`config.mk`:
```
export PLATFORM = sky130hd
export DESIGN_NAME = handshake_rx_fifo
export DESIGN_NICKNAME = d
export VERILOG_FILES = /design/src/rtl/handshake_rx_fifo_pkg.sv /design/src/rtl/handshake_rx_fifo_store.sv /design/src/rtl/handshake_rx_fifo.sv
export SDC_FILE = /design/constraint.sdc
export NUM_CORES = 1
export LEC_CHECK = 0
export ABC_AREA = 1
export CORE_MARGIN = 2
export CORE_UTILIZATION = 45
export DETAILED_ROUTE_END_ITERATION = 10
export GPL_ROUTABILITY_DRIVEN = 0
export HOLD_SLACK_MARGIN = 0.05
export PLACE_DENSITY_LB_ADDON = 0.05
export SETUP_SLACK_MARGIN = 0.15
export SLEW_MARGIN = 10
export SYNTH_ARGS = -nofsm -noshare
export SYNTH_HDL_FRONTEND = slang
export SYNTH_HIERARCHICAL = 1
export SYNTH_SLANG_ARGS = --single-unit
```
`constraint.sdc`:
```
create_clock -name clk -period 1.75 [get_ports clk]
set_input_delay 0.175 -clock clk [delete_from_list [all_inputs] [get_ports clk]]
set_output_delay 0.175 -clock clk [all_outputs]
set_load 0.02 [all_outputs]
```
`src/rtl/handshake_rx_fifo_pkg.sv`:
```
// Shared types and default sizing for the four-phase receive FIFO.
package handshake_rx_fifo_pkg;

  localparam int DEF_WIDTH = 4;
  localparam int DEF_DEPTH = 4;

  typedef enum logic {
    RX_IDLE = 1'b0,
    RX_ACK  = 1'b1
  } rx_state_t;

endpackage

```
`src/rtl/handshake_rx_fifo_store.sv`:
```
// rx_fifo_store: circular word buffer with show-ahead head and occupancy count.
module rx_fifo_store
  import handshake_rx_fifo_pkg::*;
#(
  parameter int WIDTH = DEF_WIDTH,
  parameter int DEPTH = DEF_DEPTH
) (
  input  logic                       clk,
  input  logic                       rst,
  input  logic                       push,
  input  logic [WIDTH-1:0]           push_data,
  input  logic                       pop,
  output logic [WIDTH-1:0]           head,
  output logic [$clog2(DEPTH+1)-1:0] count
);

  localparam int PW = $clog2(DEPTH);
  localparam int CW = $clog2(DEPTH + 1);

  logic [WIDTH-1:0] mem [DEPTH];
  logic [PW-1:0]    wr_ptr;
  logic [PW-1:0]    rd_ptr;
  logic             do_push;
  logic             do_pop;

  // Guard here too so the store can never over- or underflow on its own.
  assign do_push = push && (count != CW'(DEPTH));
  assign do_pop  = pop && (count != '0);
  assign head    = mem[rd_ptr];

  always_ff @(posedge clk) begin
    if (do_push) mem[wr_ptr] <= push_data;
  end

  always_ff @(posedge clk) begin
    if (rst) begin
      wr_ptr <= '0;
      rd_ptr <= '0;
      count  <= '0;
    end else begin
      if (do_push) wr_ptr <= wr_ptr + PW'(1);
      if (do_pop)  rd_ptr <= rd_ptr + PW'(1);
      case ({do_push, do_pop})
        2'b10:   count <= count + CW'(1);
        2'b01:   count <= count - CW'(1);
        default: count <= count;
      endcase
    end
  end

endmodule

```
`src/rtl/handshake_rx_fifo.sv`:
```
// Four-phase receive handshake feeding a show-ahead FIFO; backpressure by withholding ack.
//   state   | meaning
//   RX_IDLE | waiting for send with room in the FIFO
//   RX_ACK  | word captured, ack high until send drops
module handshake_rx_fifo
  import handshake_rx_fifo_pkg::*;
#(
  parameter int WIDTH = DEF_WIDTH,
  parameter int DEPTH = DEF_DEPTH
) (
  input  logic                       clk,
  input  logic                       rst,
  input  logic                       send,
  input  logic [WIDTH-1:0]           data,
  output logic                       ack,
  output logic                       out_valid,
  output logic [WIDTH-1:0]           out_data,
  input  logic                       out_ready,
  output logic [$clog2(DEPTH+1)-1:0] count
);

  localparam int CW = $clog2(DEPTH + 1);

  rx_state_t state;
  rx_state_t state_next;
  logic      push;
  logic      pop;
  logic      full;

  assign full      = (count == CW'(DEPTH));
  assign out_valid = (count != '0);
  assign pop       = out_ready && out_valid;
  // ack decodes the state register only, so send never reaches it combinationally.
  assign ack       = (state == RX_ACK);

  always_ff @(posedge clk) begin
    if (rst) state <= RX_IDLE;
    else     state <= state_next;
  end

  always_comb begin
    state_next = state;
    push       = 1'b0;
    case (state)
      RX_IDLE: begin
        if (send && !full) begin
          state_next = RX_ACK;
          push       = 1'b1;
        end
      end
      RX_ACK: begin
        if (!send) state_next = RX_IDLE;
      end
      default: state_next = RX_IDLE;
    endcase
  end

  rx_fifo_store #(
    .WIDTH(WIDTH),
    .DEPTH(DEPTH)
  ) u_store (
    .clk      (clk),
    .rst      (rst),
    .push     (push),
    .push_data(data),
    .pop      (pop),
    .head     (out_data),
    .count    (count)
  );

endmodule

```
# Word level (Yosys, flattened, before mapping)
# Memories as Yosys holds them, arrays and structs flattened. A register that Yosys moved wholly into a read port is not among the register bits.
# Cells that the tools add are included.
[word_totals] romBits=0 latch_bits=0 register_bits=8 ramBits=16 out_inout_bits=9 memories=1
[op_classes] shifts=0 n_mux=9 n_bitwise=1 mul=0 eq_ne=4 magnitude_cmp=0 add_sub_neg=4 reduce_logical=7 div=0
[memory_table] name="u_store.mem" words=4 word_bits=4 read_ports=1 rd_ports_with_merged_regs=1 wr=1 line="handshake_rx_fifo_store.sv:20" rtl="logic [WIDTH-1:0] mem [DEPTH];"
[ops] operator="$pmux 3 s2" count=1
[ops] operator="$mux 1" count=5
[ops] operator="$add 2x1->2 const B" count=2
[ops] operator="$logic_and 1x1->1" count=4
[ops] operator="$mux 2" count=2
[ops] operator="$add 3x1->3 const B" count=1
[ops] operator="$eq 3x3->1 const B" count=1
[ops] operator="$ne 3x3->1 const B" count=1
[ops] operator="$reduce_bool 3->1" count=1
[ops] operator="$sub 3x1->3 const B" count=1
[ops] operator="$eq 2x1->1 const B" count=1
[ops] operator="$eq 2x2->1 const B" count=1
[ops] operator="$pmux 1 s2" count=1
[ops] operator="$reduce_bool 2->1" count=1
[ops] operator="$logic_not 1->1" count=1
[ops] operator="$not 1->1" count=1

# Longest topological paths before layout
[depth] word_depth=8 ltp_mapped=13 mapped_depth_nobuf=13

# Cells and area by module
# Netlist, hierarchy kept.
[modules_own_cells] mod="rx_fifo_store" area_per_inst_um2=1083.5 cells_each=106 instances=1 seq_area_each_um2=660.6
[modules_own_cells] mod="handshake_rx_fifo" area_per_inst_um2=86.3 cells_each=13 instances=1 seq_area_each_um2=20.0

# Worst setup path after synthesis
# No wires, ideal clock.
[synth_timing] kind="register to register" startpoint="reg u_store.count[2]" endpoint="reg u_store.count[2]" stages_incl_launch_ff=13 setup_ns=0.110 arrival_time_ns=1.811 path_slack_ns=-0.171 required_ns=1.640 path_cell_list="dfxtp_1 -> inv_1 -> a21boi_1 -> and2_1 -> ha_1 -> inv_1 -> fa_1 -> inv_1 -> nand2_1 -> nand3_1 -> nand2_1 -> inv_1 -> nor2_1"
[synth_rtl] item="start: declaration" line="handshake_rx_fifo_store.sv:14" rtl="output logic [$clog2(DEPTH+1)-1:0] count"
[synth_rtl] item="start signal: assignment" line="handshake_rx_fifo_store.sv:44" rtl="2'b10: count <= count + CW'(1);"
[synth_rtl] item="start signal: assignment" line="handshake_rx_fifo_store.sv:45" rtl="2'b01: count <= count - CW'(1);"
[synth_rtl] item="start signal: assignment" line="handshake_rx_fifo_store.sv:46" rtl="default: count <= count;"
[synth_rtl] item="$reduce_bool 3->1 (*)" line="handshake_rx_fifo.sv:31" rtl="assign out_valid = (count != '0);"
[synth_rtl] item="$logic_and 1x1->1 (*)" line="handshake_rx_fifo.sv:32" rtl="assign pop = out_ready && out_valid;"
[synth_rtl] item="via pop" line="handshake_rx_fifo.sv:27" rtl="logic pop;"
[synth_rtl] item="$logic_and 1x1->1 (*)" line="handshake_rx_fifo_store.sv:28" rtl="assign do_pop = pop && (count != '0);"
[synth_rtl] item="via u_store.do_pop" line="handshake_rx_fifo_store.sv:24" rtl="logic do_pop;"
[synth_rtl] item="$eq 2x1->1 / $eq 2x2->1 (equally long branches)" line="handshake_rx_fifo_store.sv:43" rtl="case ({do_push, do_pop})"
[synth_rtl] item="$pmux 3 s2 / $reduce_bool 2->1 (equally long branches)"
# The timed path passes the listed nets; every way through them passes the cells marked *.
# A chain may end at the register's enable or synchronous reset.

# Worst setup path after layout
# Ends and elaborated chain as after synthesis.

==> impl_metrics.toml <==
[critical_path]
start_kind = "register"
crit_path_end_kind = "register"
worstSetupPathType = "reg2reg"
cp.required_ns = 1.97
cp.arrival_ns = 1.94
cp_max_fo = 5

[logic_synthesis]
synth_top_area_share_pct = 41.1
netlist_top_cells_area = "edfxtp_1, dfxtp_1, nor2_1"
ys_warn_count = 6
synth.distinct_cells = 20
netlist_area_um2 = 1170
yosysTopAreaCell = "edfxtp_1"
ys_ff_latch = 26
syn_inst = 119
syn_area_per_cell_um2 = 9.83
seq_area_frac_synth_pct = 58.2
synth_fp_nets = 133

[detailed_routing]
postRouteAntennaNets = 0
dr_total_vias = 904
via_per_inst = 4.91
drt-initial-drc-count = 10
first_pass_iters = 4
drcViolationCount = 0
wl_mm = 2.28
wire_per_inst_um = 12.4

[timing]
maxSlewHeadroom_pct = 85.1
period_minus_slack_ns = 1.73
skew_ns = 0.00390
setup_viol = 0
rsz0062_at_grt = "yes"
fin_ws_ns = 0.0244
slew_viol_final = 0
worst-slew-pin-transition_ns = 0.222
fin_crit_sh_pct = 98.6
timing.hold.ws_ns = 0.504
fmax_ghz = 0.580
finalHoldViolCount = 0

[clocking]
htree_levels = 1
cts_tree = "built"
numCtsBuffers = 3
clk_pin_slew_ns = 0.13
clk_latency_ns = 0.30
cts.hold.buffers_added = 0
cts-root-buf = "clkbuf_4"
cts_buffer_depth = 2
cts_num_sinks = 26

[cells_and_area]
drive_gt1_share_pct = 31.8
diodes = 0
finalNonFillerCells = 184
nets = 169
final_util_pct = 63.1
fillers = 221
syn2layout_area_growth_pct = 33.6

[floorplanning]
die_w_um = 55.0
io-pin-count = 17
core_area_um2 = 2480
die-height_um = 55.0
dieArea_um2 = 3020
initial_core_util_pct = 47.2
rows = 18

[hold_path]
hp-class = "reg2reg"

[power]
seqPwrFrac_pct = 42.4
power_frac_comb_pct = 42.6
switchingPower_uw = 682
p_clk_share_pct = 15.0
ir_worst_vdd_mv = 0.840
p_int_uw = 1240
p_per_area_nw_per_um2 = 1230
swShare_pct = 35.5
p_leak_uw = 0.000698

[global_routing]
grt_pass1_vias = 825
grt_max_degree = 15
grt_usage_pct = 17.0
grt_overflow = 0
grt_first_pass_wirelength_mm = 3.52
antenna_found_initial = 0

[status]
status = "finished clean"

[place]
dpl.cell_count = 172
pre_cts_ws_ns = -0.170
portBuffers = 16
dp_hpwl_mm = 1.63

[job]
drv_cap = 0
## power by group through the flow
| stage | clock network [µW] | logic [µW] | registers (µW) |
|---|---|---|---|
| floorplan | 0 | 412 | 844 |
| global placement | 0 | 703 | 838 |
| detailed placement | 0 | 718 | 839 |
| CTS | 303 | 804 | 814 |
| global route | 327 | 897 | 825 |
| finish | 289 | 818 | 813 |
## sequential cells by signal, indices dropped and copies added (netlist names), named ones only
register,cells
ack,1
u_store/count,3
u_store/mem,16
u_store/rd_ptr,2
u_store/wr_ptr,2
## layout by cell type, fill, tap and decap left out, types with 2 or more instances in the layout
master / instances
edfxtp_1: 16
nand2_2: 2
buf_4: 16
inv_1: 14
o21ai_0: 7
nand3_1: 3
clkbuf_4: 3
clkbuf_2: 4
nor2_1: 18
inv_2: 6
dlymetal6s2s_1: 3
o21ai_1: 3
dfxtp_1: 5
dfxtp_4: 4
a21oi_1: 5
clkdlybuf4s50_1: 8
o22ai_1: 4
nand2_1: 12
nand3_2: 3
ha_1: 4
## kinds of logic (layout without fill, tap and decap cells)
group | count (synthesis) | count (layout) | share of synthesized area, %
buffers and inverters | 22 | 57 | 7.38
DFF | 26 | 26 | 58.2
AOI/OAI and AO/OA | 22 | 22 | 10.1
and+or+nand+nor | 43 | 43 | 17.3
adders and majority gates | 6 | 6 | 7.06
## critical path, cell delays in order (launching register included)
cell and delay (ns):
dfxtp_4 0.40, inv_2 0.05, a21boi_2 0.15, and2_4 0.17
ha_4 0.14, inv_4 0.04, fa_2 0.36, nand2_1 0.10
nand4_1 0.09, nand2_1 0.09, nor2_1 0.05
## synth_stat cells (all sizes together)
master and number:
edfxtp 16, a21boi 1, a21oi 7, nand3 6
nor2 20, nand2 14, nand4 1, dfxtp 10
inv 21, o21ai 10, buf 1, fa 1
o22ai 4, ha 5, and2 1, nand3b 1
## layer usage
layer  vias up  routed length [µm]  share of wire [%]  global-route usage (%)
met5         -                   0                  0                       0
met4         0                  20               0.88                    6.10
met3         2                 102                4.5                    2.69
met2        19                1240                 54                    33.3
met1       423                 923                 40                    17.9
li1        460                   -                  -                       -
## final cells by class
class,instances,area [µm²],area share [%]
Timing Repair Buffer,32,267,17.1
Tap cell,30,37.5,2.40
Inverter,21,81.3,5.20
Clock buffer,4,36.3,2.32
Multi-Input combinational cell,71,444,28.4
Sequential cell,26,697,44.6
## per-stage QoR
| step | total power (µW) | area, µm² | TNS, ns |
|---|---|---|---|
| after floorplan | 1260 | 1200 | 0 |
| after global placement | 1540 | 1450 | -0.203 |
| after detailed placement | 1560 | 1450 | -0.336 |
| after CTS | 1920 | 1540 | 0 |
| after global routing | 2050 | 1560 | -0.0572 |
| final | 1920 | 1560 | 0 |
## final timing paths
path | startpoint | slack (ns) | cells past startpoint | end
max | u_store/count[2] | 0.02 | 10 | u_store/count[2]
min reg2reg | u_store/rd_ptr[0] | 0.50 | 2 | u_store/rd_ptr[0]
max reg2reg | u_store/count[2] | 0.02 | 10 | u_store/count[2]
min | u_store/rd_ptr[0] | 0.50 | 2 | u_store/rd_ptr[0]
## what timing repair did
| action | 4_1_cts | 5_1_grt |
|---|---|---|
| gates resized for setup | 14 | 15 |
| endpoints found under the setup margin | 7 | 9 |
| cloned | 0 | 0 |
| endpoints found under the hold margin | 0 | 0 |
| pin swaps | 3 | 7 |
| setup buffers | 5 | 3 |
Note: power is estimated with default switching activity, not from simulation.
